$ cat src/rtl/atencion_solicitudes.sv
// Servicing side of the floor-request path: collective-scan car controller.
// Latency: 1 cycle from a pending request in REPOSO to the move/door decision; one floor = T_VIAJE cycles.
// Backpressure: none; requests stay pending upstream until the one-cycle atendidos pulse clears them.
//
// Ports:
//   clk            system clock, rising edge
//   rst_n          synchronous active-low reset
//   solicitudes    pending requests, bit i = floor i (held by the request registrar)
//   parada         emergency stop, present only with ASCENSOR_PARADA_EMERGENCIA_EN defined
//   atendidos      registered one-hot clear pulse for the floor being served
//   piso_actual    current floor 0..N_PISOS-1
//   subiendo       car moving up
//   bajando        car moving down
//   puerta_abierta door open
//   ocupado        any state other than REPOSO
//
// Optional feature macro: ASCENSOR_PARADA_EMERGENCIA_EN (adds the parada freeze input).

module atencion_solicitudes #(
    parameter int N_PISOS  = 10,
    parameter int T_VIAJE  = 8,
    parameter int T_PUERTA = 16
) (
    input  logic               clk,
    input  logic               rst_n,
    input  logic [N_PISOS-1:0] solicitudes,
`ifdef ASCENSOR_PARADA_EMERGENCIA_EN
    input  logic               parada,
`endif
    output logic [N_PISOS-1:0] atendidos,
    output logic [3:0]         piso_actual,
    output logic               subiendo,
    output logic               bajando,
    output logic               puerta_abierta,
    output logic               ocupado
);

    // One timer serves both travel and door phases, so it is sized for the longer one.
    localparam int T_MAX = (T_VIAJE > T_PUERTA) ? T_VIAJE : T_PUERTA;
    localparam int TW    = (T_MAX > 1) ? $clog2(T_MAX) : 1;

    localparam logic [TW-1:0] FIN_VIAJE  = TW'(T_VIAJE - 1);
    localparam logic [TW-1:0] FIN_PUERTA = TW'(T_PUERTA - 1);

    typedef enum logic [1:0] {
        REPOSO = 2'd0,
        SUBIR  = 2'd1,
        BAJAR  = 2'd2,
        PUERTA = 2'd3
    } estado_t;

    // ------------------------------------------------------------------
    // Floor masks
    // ------------------------------------------------------------------
    function automatic logic [N_PISOS-1:0] mascara_arriba(input logic [3:0] p);
        logic [N_PISOS-1:0] m;
        m = '0;
        for (int i = 0; i < N_PISOS; i++) begin
            m[i] = (i > int'(p));
        end
        return m;
    endfunction

    function automatic logic [N_PISOS-1:0] mascara_abajo(input logic [3:0] p);
        logic [N_PISOS-1:0] m;
        m = '0;
        for (int i = 0; i < N_PISOS; i++) begin
            m[i] = (i < int'(p));
        end
        return m;
    endfunction

    // Out-of-range floors give an all-zero vector, so a wrapped floor index is harmless.
    function automatic logic [N_PISOS-1:0] uno_caliente(input logic [3:0] p);
        logic [N_PISOS-1:0] m;
        m = '0;
        for (int i = 0; i < N_PISOS; i++) begin
            m[i] = (i == int'(p));
        end
        return m;
    endfunction

    // ------------------------------------------------------------------
    // State
    // ------------------------------------------------------------------
    estado_t            estado_q,         estado_d;
    logic [3:0]         piso_q,           piso_d;
    logic               dir_q,            dir_d;     // 1 = up, 0 = down
    logic [TW-1:0]      timer_q,          timer_d;
    logic [N_PISOS-1:0] atendidos_q,      atendidos_d;
    logic               subiendo_q,       subiendo_d;
    logic               bajando_q,        bajando_d;
    logic               puerta_abierta_q, puerta_abierta_d;
    logic               ocupado_q,        ocupado_d;

    // ------------------------------------------------------------------
    // Request views relative to the current floor and to the floor the
    // car reaches at the end of the current travel interval.
    // ------------------------------------------------------------------
    logic [3:0] piso_sube;
    logic [3:0] piso_baja;
    logic       aqui;
    logic       hay_arriba;
    logic       hay_abajo;
    logic       aqui_sube;
    logic       arriba_sube;
    logic       aqui_baja;
    logic       abajo_baja;

    assign piso_sube   = piso_q + 4'd1;
    assign piso_baja   = piso_q - 4'd1;

    assign aqui        = |(solicitudes & uno_caliente(piso_q));
    assign hay_arriba  = |(solicitudes & mascara_arriba(piso_q));
    assign hay_abajo   = |(solicitudes & mascara_abajo(piso_q));

    assign aqui_sube   = |(solicitudes & uno_caliente(piso_sube));
    assign arriba_sube = |(solicitudes & mascara_arriba(piso_sube));
    assign aqui_baja   = |(solicitudes & uno_caliente(piso_baja));
    assign abajo_baja  = |(solicitudes & mascara_abajo(piso_baja));

    // ------------------------------------------------------------------
    // Next-state logic
    // ------------------------------------------------------------------
    always_comb begin
        estado_d    = estado_q;
        piso_d      = piso_q;
        dir_d       = dir_q;
        timer_d     = timer_q;
        atendidos_d = '0;

        unique case (estado_q)
            REPOSO: begin
                timer_d = '0;
                if (aqui) begin
                    estado_d    = PUERTA;
                    atendidos_d = uno_caliente(piso_q);
                end else if (hay_arriba && hay_abajo) begin
                    // Requests on both sides: keep the last direction of travel.
                    estado_d = dir_q ? SUBIR : BAJAR;
                end else if (hay_arriba) begin
                    estado_d = SUBIR;
                    dir_d    = 1'b1;
                end else if (hay_abajo) begin
                    estado_d = BAJAR;
                    dir_d    = 1'b0;
                end
            end

            SUBIR: begin
                if (timer_q == FIN_VIAJE) begin
                    // Floor changes on this edge; the decision uses the new floor.
                    piso_d  = piso_sube;
                    timer_d = '0;
                    if (aqui_sube) begin
                        estado_d    = PUERTA;
                        atendidos_d = uno_caliente(piso_sube);
                    end else if (!arriba_sube) begin
                        estado_d = REPOSO;
                    end
                end else begin
                    timer_d = timer_q + 1'b1;
                end
            end

            BAJAR: begin
                if (timer_q == FIN_VIAJE) begin
                    piso_d  = piso_baja;
                    timer_d = '0;
                    if (aqui_baja) begin
                        estado_d    = PUERTA;
                        atendidos_d = uno_caliente(piso_baja);
                    end else if (!abajo_baja) begin
                        estado_d = REPOSO;
                    end
                end else begin
                    timer_d = timer_q + 1'b1;
                end
            end

            PUERTA: begin
                // During the pulse cycle the registrar has not yet cleared the
                // request, so aqui is only a fresh press when no pulse is out.
                if (aqui && (atendidos_q == '0)) begin
                    atendidos_d = uno_caliente(piso_q);
                    timer_d     = '0;
                end else if (timer_q == FIN_PUERTA) begin
                    estado_d = REPOSO;
                    timer_d  = '0;
                end else begin
                    timer_d = timer_q + 1'b1;
                end
            end

            default: begin
                estado_d = REPOSO;
                timer_d  = '0;
            end
        endcase

`ifdef ASCENSOR_PARADA_EMERGENCIA_EN
        // Emergency stop freezes everything in place; no floor is served meanwhile.
        if (parada) begin
            estado_d    = estado_q;
            piso_d      = piso_q;
            dir_d       = dir_q;
            timer_d     = timer_q;
            atendidos_d = '0;
        end
`endif
    end

    // Status flags are registered from the next state so they line up with estado_q.
    always_comb begin
        subiendo_d       = (estado_d == SUBIR);
        bajando_d        = (estado_d == BAJAR);
        puerta_abierta_d = (estado_d == PUERTA);
        ocupado_d        = (estado_d != REPOSO);
    end

    // ------------------------------------------------------------------
    // Registers
    // ------------------------------------------------------------------
    always_ff @(posedge clk) begin
        if (!rst_n) begin
            estado_q         <= REPOSO;
            piso_q           <= '0;
            dir_q            <= 1'b1;
            timer_q          <= '0;
            atendidos_q      <= '0;
            subiendo_q       <= 1'b0;
            bajando_q        <= 1'b0;
            puerta_abierta_q <= 1'b0;
            ocupado_q        <= 1'b0;
        end else begin
            estado_q         <= estado_d;
            piso_q           <= piso_d;
            dir_q            <= dir_d;
            timer_q          <= timer_d;
            atendidos_q      <= atendidos_d;
            subiendo_q       <= subiendo_d;
            bajando_q        <= bajando_d;
            puerta_abierta_q <= puerta_abierta_d;
            ocupado_q        <= ocupado_d;
        end
    end

    assign atendidos      = atendidos_q;
    assign piso_actual    = piso_q;
    assign subiendo       = subiendo_q;
    assign bajando        = bajando_q;
    assign puerta_abierta = puerta_abierta_q;
    assign ocupado        = ocupado_q;

endmodule

$ cat config.mk
export PLATFORM = sky130hd
export DESIGN_NAME = atencion_solicitudes
export DESIGN_NICKNAME = d
export VERILOG_FILES = /design/src/rtl/atencion_solicitudes.sv
export SDC_FILE = /design/constraint.sdc
export NUM_CORES = 1
export LEC_CHECK = 0
export CAP_MARGIN = 20
export CORE_MARGIN = 2
export CORE_UTILIZATION = 55
export CTS_CLUSTER_DIAMETER = 50
export CTS_CLUSTER_SIZE = 20
export DETAILED_ROUTE_END_ITERATION = 7
export PLACE_DENSITY_LB_ADDON = 0.2
export SYNTH_ARGS = -nofsm -noshare
export SYNTH_HDL_FRONTEND = slang
export SYNTH_SLANG_ARGS = --single-unit
export TNS_END_PERCENT = 10
$ cat constraint.sdc
create_clock -name clk -period 4.5 [get_ports clk]
set_input_delay 0.9 -clock clk [delete_from_list [all_inputs] [get_ports clk]]
set_output_delay 0.9 -clock clk [all_outputs]
set_load 0.05 [all_outputs]
==> results_dict.tcl <==
set metrics [dict create \
    status "finished clean" \
    maxCapViolations 0 \
    ys_types 70 \
    cp-start-kind "input port" \
    switching_share 0.403 \
    antenna_cells 0 \
    leakage_nw 0.946 \
    dr_total_vias 2686 \
    layout_common_cells "clkdlybuf4s50_1, nor2_1, dfxtp_1, o21ai_0" \
    grt_pass1_wl_mm 11.9 \
    grt_pass1_vias 2325 \
    start_util 0.565 \
    cts.sinks 25 \
    gp_congestion 0.990 \
    hold_start "timer_q[0]$_SDFF_PN0_" \
    grt_overflow 0 \
    power.share.sequential 0.364 \
    worstHoldEndpoint "timer_q[0]$_SDFF_PN0_" \
    fin_crit_ps 3250 \
    rr_endpoint "atendidos[2]$_SDFF_PN0_" \
    crit_slowest_cell "clkdlybuf4s50_1" \
    cp_top_family "compound AO/OA/AOI/OAI gates" \
    cts-root-buf "clkbuf_8" \
    crit_chain "clkdlybuf4s50_1, a22oi_1, a2111oi_0, o21ai_0, a41oi_2, a32o_1, nand2_1, a221oi_1" \
    crit_required_ps 4680 \
    reg2reg_slack_ps 1270 \
    vias_per_cell 7.20 \
    critPathCaptureType "register" \
    min_path_type "register to register" \
    synth.cell_area_sq_um 2440 \
    yosysSeqAreaShare 0.205 \
    dr.pass1.iters 5 \
    io-pin-count 30 \
    clock_latency_ps 270 \
    fp.dieW_microns 70.7 \
    setup_violations 0 \
    syn_to_final_growth_pct 12.6 \
    cts_buffers 3 \
    drive_above_1_share 0.0997 \
    syn_nets 334 \
    clock_path_buffers 2 \
    ant_nets 0 \
    post-route-cell-area_sq_um 2750 \
    clk_pin_slew_ps 80 \
    ys_dominant_reg_cell "dfxtp_1" \
    final_common_cell "clkdlybuf4s50_1" \
    wl_mm 7.29 \
    rsz0062_at_grt "no" \
    synth_cells 309 \
    avgSynthCellArea_sq_um 7.91 \
    core.rowCount 24 \
    reg2reg_from "piso_actual[0]$_SDFFE_PN0P_" \
    ys_ff_latch 25 \
    cts_setup_buffers 0 \
    grtUsageTotal 0.292 \
    vdd_drop_max_uv 273 \
    power_frac_clock 0.186 \
    reg2reg_depth 9 \
    grt_max_degree 27 \
    core_area_sq_um 4320 \
    placed_area_sq_um 2710 \
    cts-hold-fix-buffers 0 \
    power_uw 716 \
    die_height_microns 70.7 \
    yosys.area.top_type_share 0.205 \
    fmax_mhz 307 \
    ys_async_sr_fraction 0 \
    antenna_found_initial 0 \
    tightestPinTransition_ps 932 \
    yosysTopAreaCell "dfxtp_1" \
    die_area_sq_um 4990 \
    dp_hpwl_mm 5.26 \
    combinationalPowerShare 0.450 \
    drc 0 \
    slew_viol_final 0 \
    ctsResizeCount 0 \
    max_stage_delay_ps 650 \
    h-tree-depth 1 \
    synth.top_cells.by_area "dfxtp_1, ha_1, nor2_1" \
    crit_buf_inv 1 \
    cts_tree "built" \
    fin_skew_ps 2.08 \
    finalNonFillerCells 373 \
    p_int_uw 428 \
    worstSetupPathType "input port to register" \
    fin_nets 347 \
    relSlewSlack 0.378 \
    cp_max_fo 9 \
    synth-edff-count 0 \
    power.switching_uw 288 \
    wl_per_cell_microns 19.5 \
    dp.cells 369 \
    io_buffers 29 \
    critPathArrivalTime_ps 3430 \
    drt_iter0_drc 415 \
    yosys_warnings 0 \
    p_per_area_nw_per_um2 260 \
    fin_tns_setup_ps 0 \
    whs_path_depth 1 \
    fin_crit_sh 0.723 \
    finalHoldViolations 0 \
]
-- kinds of logic (layout without fill, tap and decap cells) --
group                    after synthesis  in the layout  synth area share
AND/OR/NAND/NOR                      101            101             0.230
flip-flops                            25             25             0.205
multiplexers                           5              5            0.0205
adder cells (fa/ha/maj)               13             13            0.0666
buffers and inverters                 44             56            0.0840
AO/OA/AOI/OAI                        112            112             0.355
XOR/XNOR                               9              9            0.0384
-- per-stage QoR --
stage	hold WS, ps	utilization	setup WS (ps)
after floorplan	418	-	1450
after CTS	454	0.636	1340
final	455	0.636	1250
after global routing	485	0.636	1090
after detailed placement	442	0.626	1050
after global placement	438	0.626	1110
-- final cells by class --
| class | instances | area, sq um |
|---|---|---|
| multi-input combinational | 240 | 1740 |
| timing repair buffer | 36 | 343 |
| fill | 399 | 1570 |
| tap | 52 | 65.1 |
| sequential | 25 | 500 |
| inverter | 16 | 60.1 |
| clock buffer | 4 | 45.0 |
-- synth_stat cells, drive strengths merged (3+ instances only) --
library cell,instances
dfxtp,25
nor2,25
o21ai,19
clkbuf,18
inv,16
nand2,16
ha,13
a211oi,12
a21oi,11
a22oi,11
buf,10
nor3,10
a31oi,9
nand4,8
nand3,6
nor4,6
and2,5
mux2i,5
xnor2,5
a21o,4
a221oi,4
a311oi,4
nand4b,4
nor2b,4
o21a,4
xor2,4
a32oi,3
nand2b,3
nand3b,3
o311ai,3
o32ai,3
-- worst reg2reg max path, cell delays in order, from the launching register on --
cell,delay (ps)
dfxtp_1,330
buf_4,210
ha_1,680
a22oi_1,210
a2111oi_0,470
o21ai_0,230
a41oi_2,430
a32o_1,260
nand2_1,60
a221oi_1,260
-- layer usage --
| metal | part of all wire | GRT usage | vias to the layer above |
|---|---|---|---|
| met3 | 0.11 | 0.0399 | 36 |
| met4 | 0.033 | 0.0985 | 0 |
| li1 | - | - | 1215 |
| met1 | 0.42 | 0.424 | 1220 |
| met5 | 0 | 0 | - |
| met2 | 0.43 | 0.449 | 215 |
-- worst max path at each step --
stage,from,end,slack [ps],cells after the start
floorplan,piso_actual[0]$_SDFFE_PN0P_,subiendo$_SDFF_PN0_,1450,10
global placement,solicitudes[7],subiendo$_SDFF_PN0_,1110,8
detailed placement,solicitudes[7],subiendo$_SDFF_PN0_,1050,8
CTS,solicitudes[7],subiendo$_SDFF_PN0_,1340,8
global route,piso_actual[0]$_SDFFE_PN0P_,atendidos[2]$_SDFF_PN0_,1090,9
finish,solicitudes[2],atendidos[2]$_SDFF_PN0_,1250,8
-- state kept, by name, summed over array words and instances (netlist names) --
name and cells:
atendidos 10, bajando 1, dir_q 1, estado_q 2, ocupado 1, piso_actual 4
puerta_abierta 1, subiendo 1, timer_q 4
-- power by group through the flow --
stage	Clock, mW	Combinational (mW)	Sequential [mW]
floorplan	0	0.174	0.322
global placement	0	0.312	0.265
detailed placement	0	0.318	0.265
CTS	0.132	0.320	0.261
global route	0.140	0.350	0.263
finish	0.133	0.322	0.260
No activity file was read; power rests on OpenSTA's default activity.
